`config.mk`:
```
export PLATFORM = sky130hd
export DESIGN_NAME = eth_rx_fcs_check
export DESIGN_NICKNAME = d
export VERILOG_FILES = /design/src/rtl/eth_rx_fcs_check.sv
export SDC_FILE = /design/constraint.sdc
export NUM_CORES = 1
export LEC_CHECK = 0
export BUFFER_PORTS_ARGS = -buffer_cell sky130_fd_sc_hd__buf_4
export CAP_MARGIN = 10
export CELL_PAD_IN_SITES_DETAIL_PLACEMENT = 0
export CELL_PAD_IN_SITES_GLOBAL_PLACEMENT = 1
export CORE_ASPECT_RATIO = 0.6
export CORE_MARGIN = 2
export CORE_UTILIZATION = 51
export CTS_BUF_LIST = sky130_fd_sc_hd__clkbuf_2 sky130_fd_sc_hd__clkbuf_4 sky130_fd_sc_hd__clkbuf_8
export DETAILED_ROUTE_END_ITERATION = 7
export GPL_TIMING_DRIVEN = 0
export PLACE_DENSITY_LB_ADDON = 0.1
export SLEW_MARGIN = 20
export SYNTH_ARGS = -nofsm -noshare
export SYNTH_HDL_FRONTEND = slang
export SYNTH_SLANG_ARGS = --single-unit
```
`constraint.sdc`:
```
create_clock -name clk_mac -period 6.69 [get_ports clk_mac]
set_input_delay 0.669 -clock clk_mac [delete_from_list [all_inputs] [get_ports clk_mac]]
set_output_delay 0.669 -clock clk_mac [all_outputs]
set_load 0.01 [all_outputs]
```
`src/rtl/eth_rx_fcs_check.sv`:
```
// eth_rx_fcs_check: CRC-32 check, FCS strip, length check and PHY
// error merge on the MAC receive byte stream, with frame statistics.
module eth_rx_fcs_check #(
   parameter int MIN_LEN = 60,
   parameter int MAX_LEN = 1514,
   parameter int CNT_W   = 16
) (
   input  logic             clk_mac,
   input  logic             rst_n,
   input  logic             rx_vld,
   input  logic [7:0]       rx_dat,
   input  logic             rx_sof,
   input  logic             rx_eof,
   input  logic             rx_err,
   output logic             out_vld,
   output logic [7:0]       out_dat,
   output logic             out_sof,
   output logic             out_eof,
   output logic             out_err,
   output logic [CNT_W-1:0] stat_good,
   output logic [CNT_W-1:0] stat_crc_err,
   output logic [CNT_W-1:0] stat_len_err,
   output logic [CNT_W-1:0] stat_abort
);

   localparam logic [31:0] POLY    = 32'hEDB88320;
   localparam logic [31:0] RESIDUE = 32'hDEBB20E3;
   // Byte count includes the 4 FCS bytes, so bounds are shifted by 4.
   localparam logic [16:0] LO_CNT  = 17'(MIN_LEN + 4);
   localparam logic [16:0] HI_CNT  = 17'(MAX_LEN + 4);

   typedef enum logic [1:0] {IDLE, FILL, STREAM} state_t;

   state_t          state_q, state_d;
   logic [31:0]     crc_q, crc_d;
   logic [15:0]     cnt_q, cnt_d;
   logic            err_q, err_d;
   logic [3:0][7:0] dly_q;

   logic new_frm, cont, upd, full;
   logic crc_bad, len_bad;
   logic emit, emit_sof, emit_eof, emit_err;
   logic inc_good, inc_crc, inc_len, inc_abort;

   function automatic logic [31:0] crc_byte(
      input logic [31:0] c,
      input logic [7:0]  d
   );
      logic [31:0] r;
      r = c;
      for (int i = 0; i < 8; i++)
         r = (r >> 1) ^ ((r[0] ^ d[i]) ? POLY : 32'h0);
      return r;
   endfunction

   function automatic logic [CNT_W-1:0] sat_inc(
      input logic [CNT_W-1:0] v
   );
      return (&v) ? v : v + 1'b1;
   endfunction

   // Per-byte frame bookkeeping: CRC, byte count, sticky PHY error, checks.
   always_comb begin
      new_frm = rx_vld & rx_sof;
      cont    = rx_vld & ~rx_sof & (state_q != IDLE);
      upd     = new_frm | cont;
      crc_d   = crc_byte(new_frm ? 32'hFFFF_FFFF : crc_q, rx_dat);
      cnt_d   = new_frm ? 16'd1 :
                (&cnt_q) ? cnt_q : cnt_q + 16'd1;
      err_d   = rx_err | (err_q & ~new_frm);
      // Delay line already holds 4 bytes, so this byte pushes one out.
      full    = (state_q == STREAM) | (cnt_q == 16'd4);
      crc_bad = crc_d != RESIDUE;
      len_bad = ({1'b0, cnt_d} < LO_CNT) |
                ({1'b0, cnt_d} > HI_CNT);
   end

   // Next state, output strobes and statistic increments.
   always_comb begin
      state_d   = state_q;
      emit      = 1'b0;
      emit_sof  = 1'b0;
      emit_eof  = 1'b0;
      emit_err  = 1'b0;
      inc_good  = 1'b0;
      inc_crc   = 1'b0;
      inc_len   = 1'b0;
      inc_abort = 1'b0;
      unique case (1'b1)
         new_frm: begin
            // A sof mid-frame truncates the old one.
            if (state_q == STREAM) begin
               emit      = 1'b1;
               emit_eof  = 1'b1;
               emit_err  = 1'b1;
               inc_abort = 1'b1;
            end else if (state_q == FILL) begin
               inc_abort = 1'b1;
            end
            if (rx_eof) begin
               state_d   = IDLE;
               inc_abort = 1'b1;
            end else begin
               state_d   = FILL;
            end
         end
         cont: begin
            emit     = full;
            emit_sof = full & (state_q == FILL);
            if (rx_eof) begin
               state_d = IDLE;
               if (full) begin
                  emit_eof = 1'b1;
                  emit_err = crc_bad | len_bad | err_d;
                  inc_crc  = crc_bad;
                  inc_len  = ~crc_bad & len_bad;
                  inc_good = ~crc_bad & ~len_bad & ~err_d;
               end else begin
                  inc_abort = 1'b1;
               end
            end else if (full) begin
               state_d = STREAM;
            end
         end
         default: ;
      endcase
   end

   // State register.
   always_ff @(posedge clk_mac or negedge rst_n) begin
      if (!rst_n) state_q <= IDLE;
      else        state_q <= state_d;
   end

   // Frame registers and the 4-byte FCS delay line.
   always_ff @(posedge clk_mac or negedge rst_n) begin
      if (!rst_n) begin
         crc_q <= 32'hFFFF_FFFF;
         cnt_q <= '0;
         err_q <= 1'b0;
         dly_q <= '0;
      end else if (upd) begin
         crc_q <= crc_d;
         cnt_q <= cnt_d;
         err_q <= err_d;
         dly_q <= {dly_q[2:0], rx_dat};
      end
   end

   // Registered output byte stream.
   always_ff @(posedge clk_mac or negedge rst_n) begin
      if (!rst_n) begin
         out_vld <= 1'b0;
         out_dat <= '0;
         out_sof <= 1'b0;
         out_eof <= 1'b0;
         out_err <= 1'b0;
      end else begin
         out_vld <= emit;
         out_sof <= emit_sof;
         out_eof <= emit_eof;
         out_err <= emit_err;
         if (emit) out_dat <= dly_q[3];
      end
   end

   // Saturating frame statistics.
   always_ff @(posedge clk_mac or negedge rst_n) begin
      if (!rst_n) begin
         stat_good    <= '0;
         stat_crc_err <= '0;
         stat_len_err <= '0;
         stat_abort   <= '0;
      end else begin
         if (inc_good)  stat_good    <= sat_inc(stat_good);
         if (inc_crc)   stat_crc_err <= sat_inc(stat_crc_err);
         if (inc_len)   stat_len_err <= sat_inc(stat_len_err);
         if (inc_abort) stat_abort   <= sat_inc(stat_abort);
      end
   end

endmodule

```
==> key figures, run 1 <==
Placed design
  • Count of input and output buffers: 82
  • Placed wire-length estimate: 19.7 mm
  • Dpl ws: about 1800 ps
  • RePlAce Congestion: 0.952

CTS
  • Clock sinks: 159
  • Clk_lat worst skew: ~480 ps
  • CTS Root Buffer Type: clkbuf_8
  • Worst-path clk slew: 100 ps
  • Clock Path Buffers: 2
  • Total CTS buffers: 17
  • # Post-CTS Setup Buffers: 0
  • CTS HTree Levels: 4
  • Post-CTS Resized: 0
  • Hold Buf Count CTS: 0
  • CTS tree: yes

Power and ir drop
  • Sw Ratio: about two fifths
  • Sequential Power Share: 31.7%
  • Clock power share: around 18%
  • NetSw: 1.83 mW
  • Peak supply drop: between 0.15 and 0.2 mV
  • Int Pwr: 2.55 mW
  • Pwr dens: 402 mW/mm²
  • Pleak: 5.09 nW
  • Comb pwr share: 50.3%

Hold path
  • HP Class: in2async

Critical path
  • Crit path arrival time: between 5000 and 6000 ps
  • Type of origin of the critical path: flip-flop
  • CP max FO: 10
  • Worst Reg-to-Reg Cells: 10
  • Critical Path Sink: stat_good[14]
  • Worst reg-to-reg setup slack: roughly 2000 ps
  • Worst Setup SP: crc_q[1]
  • Reg-to-Reg Start: crc_q[1]
  • Critical setup path kind: reg2reg
  • Kind of end point of the critical path: flip-flop
  • Worst R2R End: stat_good[14]
  • WP data required: roughly 7100 ps

GRT
  • Largest net degree at the start of global routing: between 80 and 90
  • Initial antenna violation count: 0
  • Vias in the first global route: ~7,300
  • GR Overflow Total: 0
  • First-pass GRT wire length: 41.8 mm
  • GRT Overall Usage: roughly 28%

Floorplan
  • Site Rows: 38
  • Initial Utilization: a little over half
  • Die Area: 0.0198 mm²
  • Die extent in x: roughly 180 µm
  • Boundary Pins: 90
  • Core box area: roughly 0.018 mm²
  • Die Span Y: 110 µm

Synthesis
  • Predominant post-synthesis flop cell: dfrtp_1
  • Top-area cell type share of the netlist area: between 30 and 40%
  • Seq/Total Area, Yosys: 42.3%
  • Synth Instances: 1,037
  • Mux contribution to synthesized area: 2.62%
  • Post-synth EDFFs: 0
  • Post-Syn Nets: 1,061
  • Cell Area, Synth: 0.00949 mm²
  • Async S/R FF share, synth: 100%
  • Flops & latches, synth: 159
  • Post-synthesis compound-gate area fraction: 9.93%
  • Yosys top cell by area: dfrtp_1
  • Synth area leaders: dfrtp_1, dfstp_2, nand2_1, xnor2_1, xor2_1
  • Synth Area in Adders: ~1.3%
  • Largest family of logic cells by synthesized area: simple AND/OR/NAND/NOR gates
  • Synth Area in Simple Gates: between 20% and 30%
  • Number of synthesis warnings: 0
  • Post-synth cell types: 67
  • Synth Area per Inst: 9.15 µm²
  • Post-synthesis xor/xnor area fraction: 17.0%

Run status
  • Status: finished clean

Routing
  • Drt drc: 0
  • Routed vias/inst: 5.68
  • Via count: 7,911
  • Post-route ant nets: 0
  • Avg WL per Cell: between 15 and 20 µm
  • DRT iter0 DRCs: 711
  • Initial DRT Pass Iterations: 5
  • WL final: 26.4 mm

Timing
  • Clock Skew: 18.3 ps
  • Max-slew headroom: 32.1%
  • Tmin final: 4730 ps
  • RSZ-0062 raised after global routing: false
  • Final number of hold-violating endpoints: 0
  • Max-slew violations: 0
  • Final setup vio count: 0
  • Worst-margin pin slew: 1020 ps
  • Setup tns final: 0 ps
  • Worst setup margin: 1960 ps
  • Final period util: 70.6%
  • F_max: 0.212 GHz

Final layout
  • Final net count: ~1,200
  • ANT cells: 0
  • Share of cells above drive strength 1: 17.1%
  • Layout Area Growth over Synthesis: 14.5%

Run
  • Max cap viols: 0
## metal layers
| layer | GRT usage, % | routed length (µm) |
|---|---|---|
| met3 | 9.54 | 2720 |
| met5 | 0 | 0 |
| met4 | 5.65 | 187 |
| met2 | 34.9 | 9860 |
| met1 | 44.6 | 13700 |
## synth_stat cells, drive strengths merged, types with 5 or more instances
cell	instances
a2111oi	5
a211o	7
a211oi	5
a21oi	33
a22o	5
a31oi	5
and2	8
and3	27
and4	5
buf	21
clkbuf	34
dfrtp	127
dfstp	32
ha	10
inv	15
mux2	15
mux2i	8
nand2	208
nand3	45
nand4	20
nor2	63
nor3	45
nor4	8
o211ai	5
o21ai	52
or3	11
xnor2	83
xnor3	14
xor2	62
## logic make-up (layout without fill, tap and decap cells)
family | after synthesis | after routing
AND/OR/NAND/NOR | 468 | 468
flip-flops | 159 | 159
AO/OA/AOI/OAI | 147 | 147
XOR/XNOR | 160 | 160
buffers and inverters | 70 | 185
multiplexers | 23 | 23
adder cells (fa/ha/maj) | 10 | 10
## critical path, cell delays in order (launching register included)
cell and delay (ps):
dfstp_2 530, buf_2 260, xor2_1 360, a21oi_1 250, nor2_4 400, xor2_1 810
xnor3_1 500, and3_1 220, nand4_1 470, nor4_1 430, mux2_2 370
## area by class of cell
class | instances | area, µm²
multi-input combinational | 808 | 5170
buffer | 55 | 246
timing repair buffer | 83 | 651
fill | 1621 | 7300
clock buffer | 18 | 241
inverter | 15 | 56.3
clock inverter | 14 | 181
sequential | 159 | 4020
tap | 240 | 300
## sequential cells by signal, summed over array words and instances (netlist names)
signal / flops
stat_abort: 16
crc_q: 32
out_err: 1
dly_q: 32
out_vld: 1
stat_good: 16
stat_len_err: 16
out_dat: 8
out_eof: 1
cnt_q: 16
err_q: 1
stat_crc_err: 16
out_sof: 1
state_q: 2
## through the flow
stage          std cells  power, mW  hold slack (ps)  area (µm²)  utilization, %
2_1_floorplan       1037       2.97              373        9490               -
3_3_place_gp        1359       3.52              443       10400            57.3
3_5_place_dp        1360       3.54              454       10400            57.5
4_1_cts             1392       4.34              171       10900            59.8
5_1_grt             1392       4.67              182       10900            59.8
6_report            1392       4.37              161       10900            59.8
## power groups by stage
| stage | registers [mW] | clock network (mW) | logic, mW |
|---|---|---|---|
| floorplan | 1.37 | 0 | 1.60 |
| global placement | 1.39 | 0 | 2.12 |
| detailed placement | 1.40 | 0 | 2.14 |
| CTS | 1.38 | 0.800 | 2.15 |
| global route | 1.41 | 0.844 | 2.41 |
| finish | 1.39 | 0.785 | 2.20 |
## placed cells by master, fill, tap and decap left out, types with 15 or more instances in the layout
master and n:
a21oi_1 33, and3_1 27, buf_2 17, buf_4 82, clkbuf_1 34, clkbuf_8 17, dfrtp_1 127, dfstp_2 32
inv_1 15, mux2_2 15, nand2_1 208, nand3_1 45, nand4_1 20, nor2_1 62, nor3_1 37, o21ai_0 50
xnor2_1 83, xor2_1 62
## how the worst min path moves through the flow
stage	depth (start not counted)	slack, ps	to
after floorplan	0	370	cnt_q[0]
after global placement	2	440	crc_q[26]
after detailed placement	2	450	dly_q[8]
after CTS	1	170	dly_q[3]
after global routing	1	180	dly_q[11]
final	1	160	dly_q[4]
Note: power is estimated with default switching activity, not from simulation.
==> run 2: changes to the inputs <==
--- a/config.mk
+++ b/config.mk
@@ -5,13 +5,14 @@
 export SDC_FILE = /design/constraint.sdc
 export NUM_CORES = 1
 export LEC_CHECK = 0
+export ABC_AREA = 1
 export BUFFER_PORTS_ARGS = -buffer_cell sky130_fd_sc_hd__buf_4
 export CAP_MARGIN = 10
 export CELL_PAD_IN_SITES_DETAIL_PLACEMENT = 0
 export CELL_PAD_IN_SITES_GLOBAL_PLACEMENT = 1
 export CORE_ASPECT_RATIO = 0.6
 export CORE_MARGIN = 2
-export CORE_UTILIZATION = 51
+export CORE_UTILIZATION = 45
 export CTS_BUF_LIST = sky130_fd_sc_hd__clkbuf_2 sky130_fd_sc_hd__clkbuf_4 sky130_fd_sc_hd__clkbuf_8
 export DETAILED_ROUTE_END_ITERATION = 7
 export GPL_TIMING_DRIVEN = 0
==> constraint.sdc (replaced) <==
create_clock -name clk_mac -period 4.7 [get_ports clk_mac]
set_input_delay 0.47 -clock clk_mac [delete_from_list [all_inputs] [get_ports clk_mac]]
set_output_delay 0.47 -clock clk_mac [all_outputs]
set_load 0.01 [all_outputs]
==> key figures, run 2 <==
GRT
  • GR Overflow Total: 0 (unchanged)
  • Initial antenna violation count: 0 (unchanged)
  • GR met2 Demand/Resource: 33.7% (-1.2 points)
  • Grt met1 use: 40.7% (-4.0 points)
  • Largest net degree at the start of global routing: 64 (-23%)
  • GRT busiest layer: met1
  • First-pass GRT wire length: 42.6 mm (+1.9%)
  • GRT Overall Usage: 25.5% (-2.3 points)
  • Met3 GRT Util: 6.59% (-2.9 points)
  • Vias in the first global route: 7,890 (+8.2%)

Timing
  • Tmin final: 3700 ps (-1030 ps)
  • Final number of hold-violating endpoints: 0 (unchanged)
  • F_max: 0.271 GHz (+28%)
  • RSZ-0062 raised after global routing: false
  • Worst-margin pin slew: 862 ps (-153 ps)
  • Final setup vio count: 0 (unchanged)
  • Setup tns final: 0 ps (unchanged)
  • Final period util: 78.6% (+8.0 points)
  • Max-slew violations: 0 (unchanged)
  • Worst setup margin: 1000 ps (-961 ps)
  • Max-slew headroom: 42.5% (+10 points)
  • WHS: 204 ps (+42.3 ps)
  • Clock Skew: 13.8 ps (-4.52 ps)

CTS
  • # Post-CTS Setup Buffers: 0 (unchanged)
  • Worst-path clk slew: 100 ps (about the same)
  • CTS HTree Levels: 4 (unchanged)
  • Clock Path Buffers: 2 (unchanged)
  • Clock sinks: 159 (unchanged)
  • Clk_lat worst skew: 490 ps (about the same)
  • CTS tree: yes
  • Total CTS buffers: 17 (unchanged)
  • CTS Root Buffer Type: clkbuf_8

Final layout
  • Final net count: 1,412 (+21%)
  • Layout Area Growth over Synthesis: 15.9%
  • Commonest non-fill, non-tap cell in the layout: nand2_1
  • Top flop regs: crc_q: 32 flops, dly_q: 32 flops
  • ANT cells: 0 (unchanged)
  • Share of cells above drive strength 1: 14.6% (-2.5 points)
  • Final instance area: 0.0107 mm² (-1.3%)
  • Most frequent cells in the layout: nand2_1, dfrtp_1, inv_1

Synthesis
  • Predominant post-synthesis flop cell: dfrtp_1
  • Cell Area, Synth: 0.00925 mm² (-2.5%)
  • Number of synthesis warnings: 0 (unchanged)
  • Synth area leaders: dfrtp_1, nand2_1, dfstp_2, inv_1, nand3_1
  • Flops & latches, synth: 159 (unchanged)
  • Post-synth EDFFs: 0 (unchanged)
  • Async S/R FF share, synth: 100% (unchanged)
  • Synth Instances: 1,277 (+23%)
  • Post-synth cell types: 37 (-45%)
  • Yosys top cell by area: dfrtp_1
  • Synth Area per Inst: 7.25 µm² (-21%)
  • Commonest cells in the netlist: nand2_1, dfrtp_1, inv_1, nor2_1, nand3_1
  • Seq/Total Area, Yosys: 43.4% (+1.1 points)
  • Post-Syn Nets: 1,301 (+23%)
  • Top-count cell post-synth: nand2_1
  • Top-area cell type share of the netlist area: 34.3% (+0.86 points)

Critical path
  • Critical path's slowest cell: dfstp_2
  • CP Buf/Inv Count: 2 (+1)
  • Type of origin of the critical path: flip-flop
  • Crit path cell chain: inv_1, nand2_1, nand2_1, nand2_1, nand3_2, nand2_4, buf_8, xor2_1, nand3_1, nor2_1, nand2_1, nor2_2, nand3_1, nor2_1, nand3_1, xor2_1
  • Delay-heaviest family, CP: simple AND/OR/NAND/NOR gates
  • Crit path arrival time: 4060 ps (-1020 ps)
  • Critical setup path kind: reg2reg
  • CP max FO: 10 (unchanged)
  • Most used cell along the critical path: nand2_1
  • Crit-path max cell delay: 540 ps (-270 ps)
  • Kind of end point of the critical path: flip-flop
  • WP data required: 5070 ps (-1980 ps)

Power and ir drop
  • Peak supply drop: 0.273 mV (+40%)
  • NetSw: 2.29 mW (+25%)
  • Sw Ratio: 42.9% (+1.2 points)
  • Sequential Power Share: 37.7% (+6.0 points)
  • Pwr dens: 497 mW/mm² (+23%)
  • Pleak: 5.53 nW (+8.6%)
  • Clock power share: 19.9% (+2.0 points)
  • Comb pwr share: 42.4% (-7.9 points)
  • Int Pwr: 3.04 mW (+19%)

Placed design
  • Placed wire-length estimate: 19.8 mm (+0.38%)
  • Count of input and output buffers: 89 (+8.5%)
  • RePlAce Congestion: 0.918 (-3.5%)
  • Area post-placement: 0.0103 mm² (-1.1%)
  • Dpl ws: 935 ps (-888 ps)

Routing
  • WL final: 26.5 mm (+0.11%)
  • Drt drc: 0 (unchanged)
  • DRT iter0 DRCs: 699 (-1.7%)
  • Avg WL per Cell: 15.8 µm (-17%)
  • Initial DRT Pass Iterations: 5 (unchanged)
  • Post-route ant nets: 0 (unchanged)
  • Routed vias/inst: 5.07 (-11%)
  • Via count: 8,485 (+7.3%)

Floorplan
  • Die Area: 0.0218 mm² (+10%)
  • Core box area: 0.0201 mm² (+10%)
  • Die extent in x: 189 µm (+5.0%)
  • Die Span Y: 115 µm (+4.9%)
  • Boundary Pins: 90 (unchanged)
  • Initial Utilization: 46.1% (-6.1 points)
  • Site Rows: 40 (+5.3%)

Hold path
  • HP Class: in2reg

Run status
  • Status: finished clean

Run
  • Max cap viols: 0 (unchanged)
## run 2: changes by cell type after synthesis, moves of 18 or more
| cell | previous run | this run |
|---|---|---|
| inv_1 | 15 | 125 |
| nand2_1 | 208 | 494 |
| xor2_1 | 62 | 43 |
| nand4_1 | 20 | 39 |
| nor3_1 | 37 | 19 |
| and3_1 | 27 | 0 |
| xnor2_1 | 83 | 21 |
| nand3_1 | 45 | 87 |
| nor2_1 | 62 | 109 |
| a21oi_1 | 33 | 10 |
## run 2: cell families after synthesis
group / count (synthesis) / synth area share, %
XOR/XNOR: 64 / 6.06
AND/OR/NAND/NOR: 790 / 36.2
AO/OA/AOI/OAI: 84 / 4.73
multiplexers: 9 / 1.10
adder cells (fa/ha/maj): 10 / 1.35
buffers and inverters: 161 / 7.13
flip-flops: 159 / 43.4
## run 2: worst reg2reg max path, cell delays in order (launching register included)
cell and delay (ps):
dfstp_2 540, inv_1 60, nand2_1 80, nand2_1 50
nand2_1 380, nand3_2 300, nand2_4 160, buf_8 150
xor2_1 390, nand3_1 130, nor2_1 120, nand2_1 70
nor2_2 210, nand3_1 100, nor2_1 390, nand3_1 250
xor2_1 200
## run 2: worst paths after layout
path | from | to | slack (ps) | depth (start not counted)
max | crc_q[0] | stat_good[0] | 1000 | 16
min | rx_eof | state_q[0] | 200 | 2
max reg2reg | crc_q[0] | stat_good[0] | 1000 | 16
min reg2reg | dly_q[0] | dly_q[8] | 470 | 2
max in group asynchronous | rst_n | crc_q[6] | 3270 | 4
min in group asynchronous | rst_n | stat_crc_err[12] | 470 | 2
## run 2: power groups by stage
stage / clock, mW / combinational, mW / sequential (mW)
after floorplan: 0 / 1.47 / 2.02
after CTS: 1.08 / 2.22 / 2.01
after global routing: 1.13 / 2.53 / 2.06
after global placement: 0 / 2.19 / 2.02
after detailed placement: 0 / 2.21 / 2.03
final: 1.06 / 2.26 / 2.01
## run 2: cell type report
class | instances | area [µm²]
Inverter | 129 | 484
Tap cell | 273 | 342
Multi-Input combinational cell | 957 | 4580
Buffer | 32 | 175
Clock inverter | 12 | 136
Sequential cell | 159 | 4020
Timing Repair Buffer | 92 | 741
Fill cell | 1994 | 9340
Clock buffer | 19 | 255
## run 2: metrics by stage
stage	std cells	power, mW	util [%]
finish	1673	5.33	53.5
global route	1673	5.72	53.5
detailed placement	1641	4.24	51.5
global placement	1639	4.21	51.1
floorplan	1277	3.49	-
CTS	1673	5.31	53.5
## run 2: repair_timing
action                                 4_1_cts  5_1_grt
hold buffers                                 1        0
gates resized for setup                      0        0
endpoints found under the hold margin       33        0
## run 2: routing by layer
layer,wire length (µm),vias up
met5,0,-
met4,337,0
met3,2210,28
met2,9760,262
met1,14200,3923
li1,-,4272
